<file path="config.mk">
export PLATFORM = sky130hd
export DESIGN_NAME = addsub_result_stage
export DESIGN_NICKNAME = d
export VERILOG_FILES = /design/src/rtl/addsub_result_stage.sv
export SDC_FILE = /design/constraint.sdc
export NUM_CORES = 1
export LEC_CHECK = 0
export BUFFER_PORTS_ARGS = -buffer_cell sky130_fd_sc_hd__buf_2
export CORE_UTILIZATION = 40
export CTS_CLUSTER_DIAMETER = 30
export DETAILED_ROUTE_END_ITERATION = 8
export PLACE_DENSITY = 0.7
export SLEW_MARGIN = 10
export SYNTH_ARGS = -nofsm -noshare
export SYNTH_HDL_FRONTEND = slang
export SYNTH_SLANG_ARGS = --single-unit
</file>
<file path="constraint.sdc">
create_clock -name clk -period 5.3 [get_ports clk]
set_clock_uncertainty 0.15 [all_clocks]
set_input_delay 1.06 -clock clk [delete_from_list [all_inputs] [get_ports clk]]
set_output_delay 1.06 -clock clk [all_outputs]
set_load 0.01 [all_outputs]
</file>
<file path="src/rtl/addsub_result_stage.sv">
// Registered result stage for the adder/subtractor: derives status flags,
// buffers up to two results in a valid/ready FIFO and counts signed overflows.
module addsub_result_stage #(
  parameter int WIDTH = 4,
  parameter int CNT_W = 8
) (
  input  logic             clk,
  input  logic             rst_n,
  input  logic             in_valid,
  output logic             in_ready,
  input  logic [WIDTH-1:0] result,
  input  logic             cout,
  input  logic             add_n,
  input  logic             x_msb,
  input  logic             y_msb,
  output logic             out_valid,
  input  logic             out_ready,
  output logic [WIDTH-1:0] out_result,
  output logic             out_carry,
  output logic             out_borrow,
  output logic             out_zero,
  output logic             out_neg,
  output logic             out_ovf,
  input  logic             clr_cnt,
  output logic [CNT_W-1:0] ovf_count
);

  localparam int EW = WIDTH + 5;
  localparam logic [CNT_W-1:0] CNT_MAX = '1;

  logic [EW-1:0] mem [2];
  logic          wr_ptr;
  logic          rd_ptr;
  logic [1:0]    count;
  logic          push;
  logic          pop;
  logic          carry_in;
  logic          borrow_in;
  logic          zero_in;
  logic          neg_in;
  logic          ovf_in;
  logic [EW-1:0] entry_in;
  logic [EW-1:0] entry_out;
  logic          out_sel;

  assign in_ready  = (count != 2'd2);
  assign out_valid = (count != 2'd0);
  assign push      = in_valid & in_ready;
  assign pop       = out_valid & out_ready;

  // Flags are derived from the incoming beat and stored alongside the result.
  assign carry_in  = cout & ~add_n;
  assign borrow_in = ~cout & add_n;
  assign zero_in   = (result == '0);
  assign neg_in    = result[WIDTH-1];
  assign ovf_in    = add_n ? ((x_msb != y_msb) & (neg_in != x_msb))
                           : ((x_msb == y_msb) & (neg_in != x_msb));
  assign entry_in  = {result, carry_in, borrow_in, zero_in, neg_in, ovf_in};

  always_ff @(posedge clk or negedge rst_n) begin
    if (!rst_n) begin
      mem[0] <= '0;
      mem[1] <= '0;
    end else if (push) begin
      mem[wr_ptr] <= entry_in;
    end
  end

  always_ff @(posedge clk or negedge rst_n) begin
    if (!rst_n) begin
      wr_ptr <= 1'b0;
      rd_ptr <= 1'b0;
      count  <= 2'd0;
    end else begin
      if (push) wr_ptr <= ~wr_ptr;
      if (pop)  rd_ptr <= ~rd_ptr;
      case ({push, pop})
        2'b10:   count <= count + 2'd1;
        2'b01:   count <= count - 2'd1;
        default: count <= count;
      endcase
    end
  end

  // When empty, the slot behind the read pointer still holds the last popped
  // entry (a push into an empty FIFO writes the other slot), so outputs hold.
  assign out_sel   = out_valid ? rd_ptr : ~rd_ptr;
  assign entry_out = mem[out_sel];

  assign out_result = entry_out[EW-1:5];
  assign out_carry  = entry_out[4];
  assign out_borrow = entry_out[3];
  assign out_zero   = entry_out[2];
  assign out_neg    = entry_out[1];
  assign out_ovf    = entry_out[0];

  always_ff @(posedge clk or negedge rst_n) begin
    if (!rst_n) begin
      ovf_count <= '0;
    end else if (clr_cnt) begin
      ovf_count <= '0;
    end else if (push && ovf_in && (ovf_count != CNT_MAX)) begin
      ovf_count <= ovf_count + 1'b1;
    end
  end

endmodule
</file>
==> results.json <==
{
  "swShare_pct": 35.7,
  "place_inst": 192,
  "syn_nets": 135,
  "grt_max_degree": 29,
  "peakVddDrop_mv": 0.315,
  "syn_area_um2": 1430,
  "drv_slew": 0,
  "fp.dieH_um": 61.7,
  "drive_above_1_share_pct": 35.3,
  "area_delta_synth_final_pct": 15.3,
  "final_cell_mix": "buf_2, dfrtp_1, mux2_2",
  "synth_flop_cell": "dfrtp_1",
  "min_path_type": "flop to flop",
  "final_cells": 196,
  "cp_max_fo": 8,
  "avgSynthCellArea_um2": 11.9,
  "crit_family": "XOR/XNOR gates",
  "drc": 0,
  "cp.arrival_ns": 2.28,
  "holdBufCountCts": 0,
  "grt_pass1_wl_mm": 4.37,
  "synth_cells": 120,
  "cpMaxStageDelayCell": "xor2_1",
  "grt_overflow": 0,
  "num_vias": 1035,
  "num_io_pins": 32,
  "critPathLaunchType": "flop",
  "die_area_um2": 3810,
  "n_antenna_cell": 0,
  "fin_util_pct": 48.9,
  "wirelength_mm": 2.76,
  "worstPathRequired_ns": 4.09,
  "gp_congestion": 0.744,
  "slew_headroom_pct": 46.9,
  "yosysSeqAreaShare_pct": 49.1,
  "placed_area_um2": 1610,
  "finalCritPeriodShare_pct": 65.9,
  "worst_hold_slack_ns": 0.348,
  "cts-resized-gates": 0,
  "period_needed_ns": 3.49,
  "drv_cap": 0,
  "antenna_found_initial": 0,
  "numCtsBuffers": 3,
  "worst_pin_slew_ns": 0.795,
  "status": "finished clean",
  "crit_cells": 4,
  "path_clk_slew_ns": 0.15,
  "crit_buf_inv": 1,
  "wl_per_cell_um": 14.1,
  "max_freq_mhz": 286,
  "post-place-ws_ns": 2.17,
  "comb_power_share_pct": 46.7,
  "cts_root_buf": "clkbuf_4",
  "critPathCaptureType": "primary output",
  "post_cts_buffers": 0,
  "drtPass1Iterations": 5,
  "avgViaCountPerCell": 5.28,
  "ys_ff_latch": 28,
  "max_stage_delay_ns": 0.64,
  "cts.htree.levels": 1,
  "setup_tns_ns": 0,
  "crit_chain": "or2_2, xor2_1, mux2_2, buf_2",
  "power.density_nw_per_um2": 497,
  "hpwl_mm": 2.12,
  "die_w_um": 61.7,
  "grt_pass1_vias": 964,
  "p_clk_share_pct": 12.9,
  "ant_nets": 0,
  "critPathKind": "flop to primary output",
  "p_leak_nw": 0.766,
  "fin_nets": 166,
  "grtUsageTotal_pct": 15.6,
  "port_buffers": 31,
  "start_util_pct": 42.4,
  "core-area_um2": 3360,
  "row_count": 21,
  "holdPathStages": 1,
  "rsz0062_at_grt": "false",
  "ys_async_sr_fraction_pct": 100,
  "final_common_cell": "buf_2",
  "fin_total_pwr_mw": 0.816,
  "setup_viol_count_final": 0,
  "ys_warn_count": 0,
  "p_switching_mw": 0.292,
  "synth_cell_types": 32,
  "power.internal_mw": 0.525,
  "cts_tree": "yes",
  "cts_buffer_depth": 2,
  "r2r_cells": 5,
  "seqPwrFrac_pct": 40.4,
  "hold_violations": 0,
  "drt_iter0_drc": 25,
  "stdcell_area_um2": 1640,
  "setup_ws_ns": 1.81,
  "numClockSinks": 28,
  "synth_edf_count": 0,
  "worstSkewPairLatency_ns": 0.32
}
cell usage after synthesis, types with 2 or more instances:
master / instances / share of area (%)
mux2_1: 10 / 7.9
nor2_1: 6 / 1.6
nand2_1: 3 / 0.79
and2_1: 2 / 0.88
clkbuf_1: 2 / 0.53
mux2_2: 15 / 12
nand2b_1: 3 / 1.3
nand4_1: 3 / 1.3
or4_1: 3 / 1.6
o31ai_1: 3 / 1.6
dfrtp_1: 28 / 49
o21ai_0: 2 / 0.70
ha_1: 2 / 1.8
xor2_1: 3 / 1.8
xnor2_1: 4 / 2.5
nor2b_1: 4 / 1.8
nand3_1: 7 / 2.5
a21oi_1: 6 / 2.1
path summary, 6_finish.rpt:
kind | end | from | slack (ns)
worst max-delay path | out_neg | count[0] | 1.81
worst min-delay path | wr_ptr | wr_ptr | 0.35
worst max register to register | ovf_count[6] | ovf_count[0] | 3.09
worst min register to register | wr_ptr | wr_ptr | 0.35
max in group asynchronous | ovf_count[7] | rst_n | 4.01
min in group asynchronous | mem[5] | rst_n | 0.58
cell type report:
class	count	area, µm²
fill	336	1720
sequential	28	701
multi-input combinational	87	694
timing repair buffer	31	155
tap	46	57.6
clock buffer	4	36.3
sequential cells by signal (all words and copies together) (netlist names):
signal	count
ovf_count	8
rd_ptr	1
count	2
mem	16
wr_ptr	1
cell families (layout without fill, tap and decap cells):
logic type	after synthesis	in the layout	share of synthesized area (%)
xor+xnor	7	7	4.30
mux	27	27	21.5
simple gates	37	37	15.2
fa+ha+maj	2	2	1.75
compound gates	14	14	5.96
buf+inv	5	35	2.19
flops	28	28	49.1
power by group through the flow:
stage | clock [mW] | sequential [mW] | combinational (mW)
after global routing | 0.118 | 0.340 | 0.424
after CTS | 0.106 | 0.330 | 0.390
after detailed placement | 0 | 0.336 | 0.386
after floorplan | 0 | 0.322 | 0.287
after global placement | 0 | 0.328 | 0.373
final | 0.105 | 0.330 | 0.381
layer usage:
layer | track usage [%] | vias to the layer above | wire, µm
li1 | - | 494 | -
met1 | 20.6 | 527 | 1180
met2 | 27.5 | 12 | 1510
met3 | 2.48 | 2 | 52
met4 | 2.86 | 0 | 11
met5 | 0 | - | 0
worst register-to-register path, stage by stage (launching register included):
cell and delay [ns]:
dfrtp_1 0.48, ha_1 0.23, nand4_1 0.18, o211ai_1 0.61
nor4b_2 0.12, mux2_1 0.34
(Power assumes the default switching activity.)
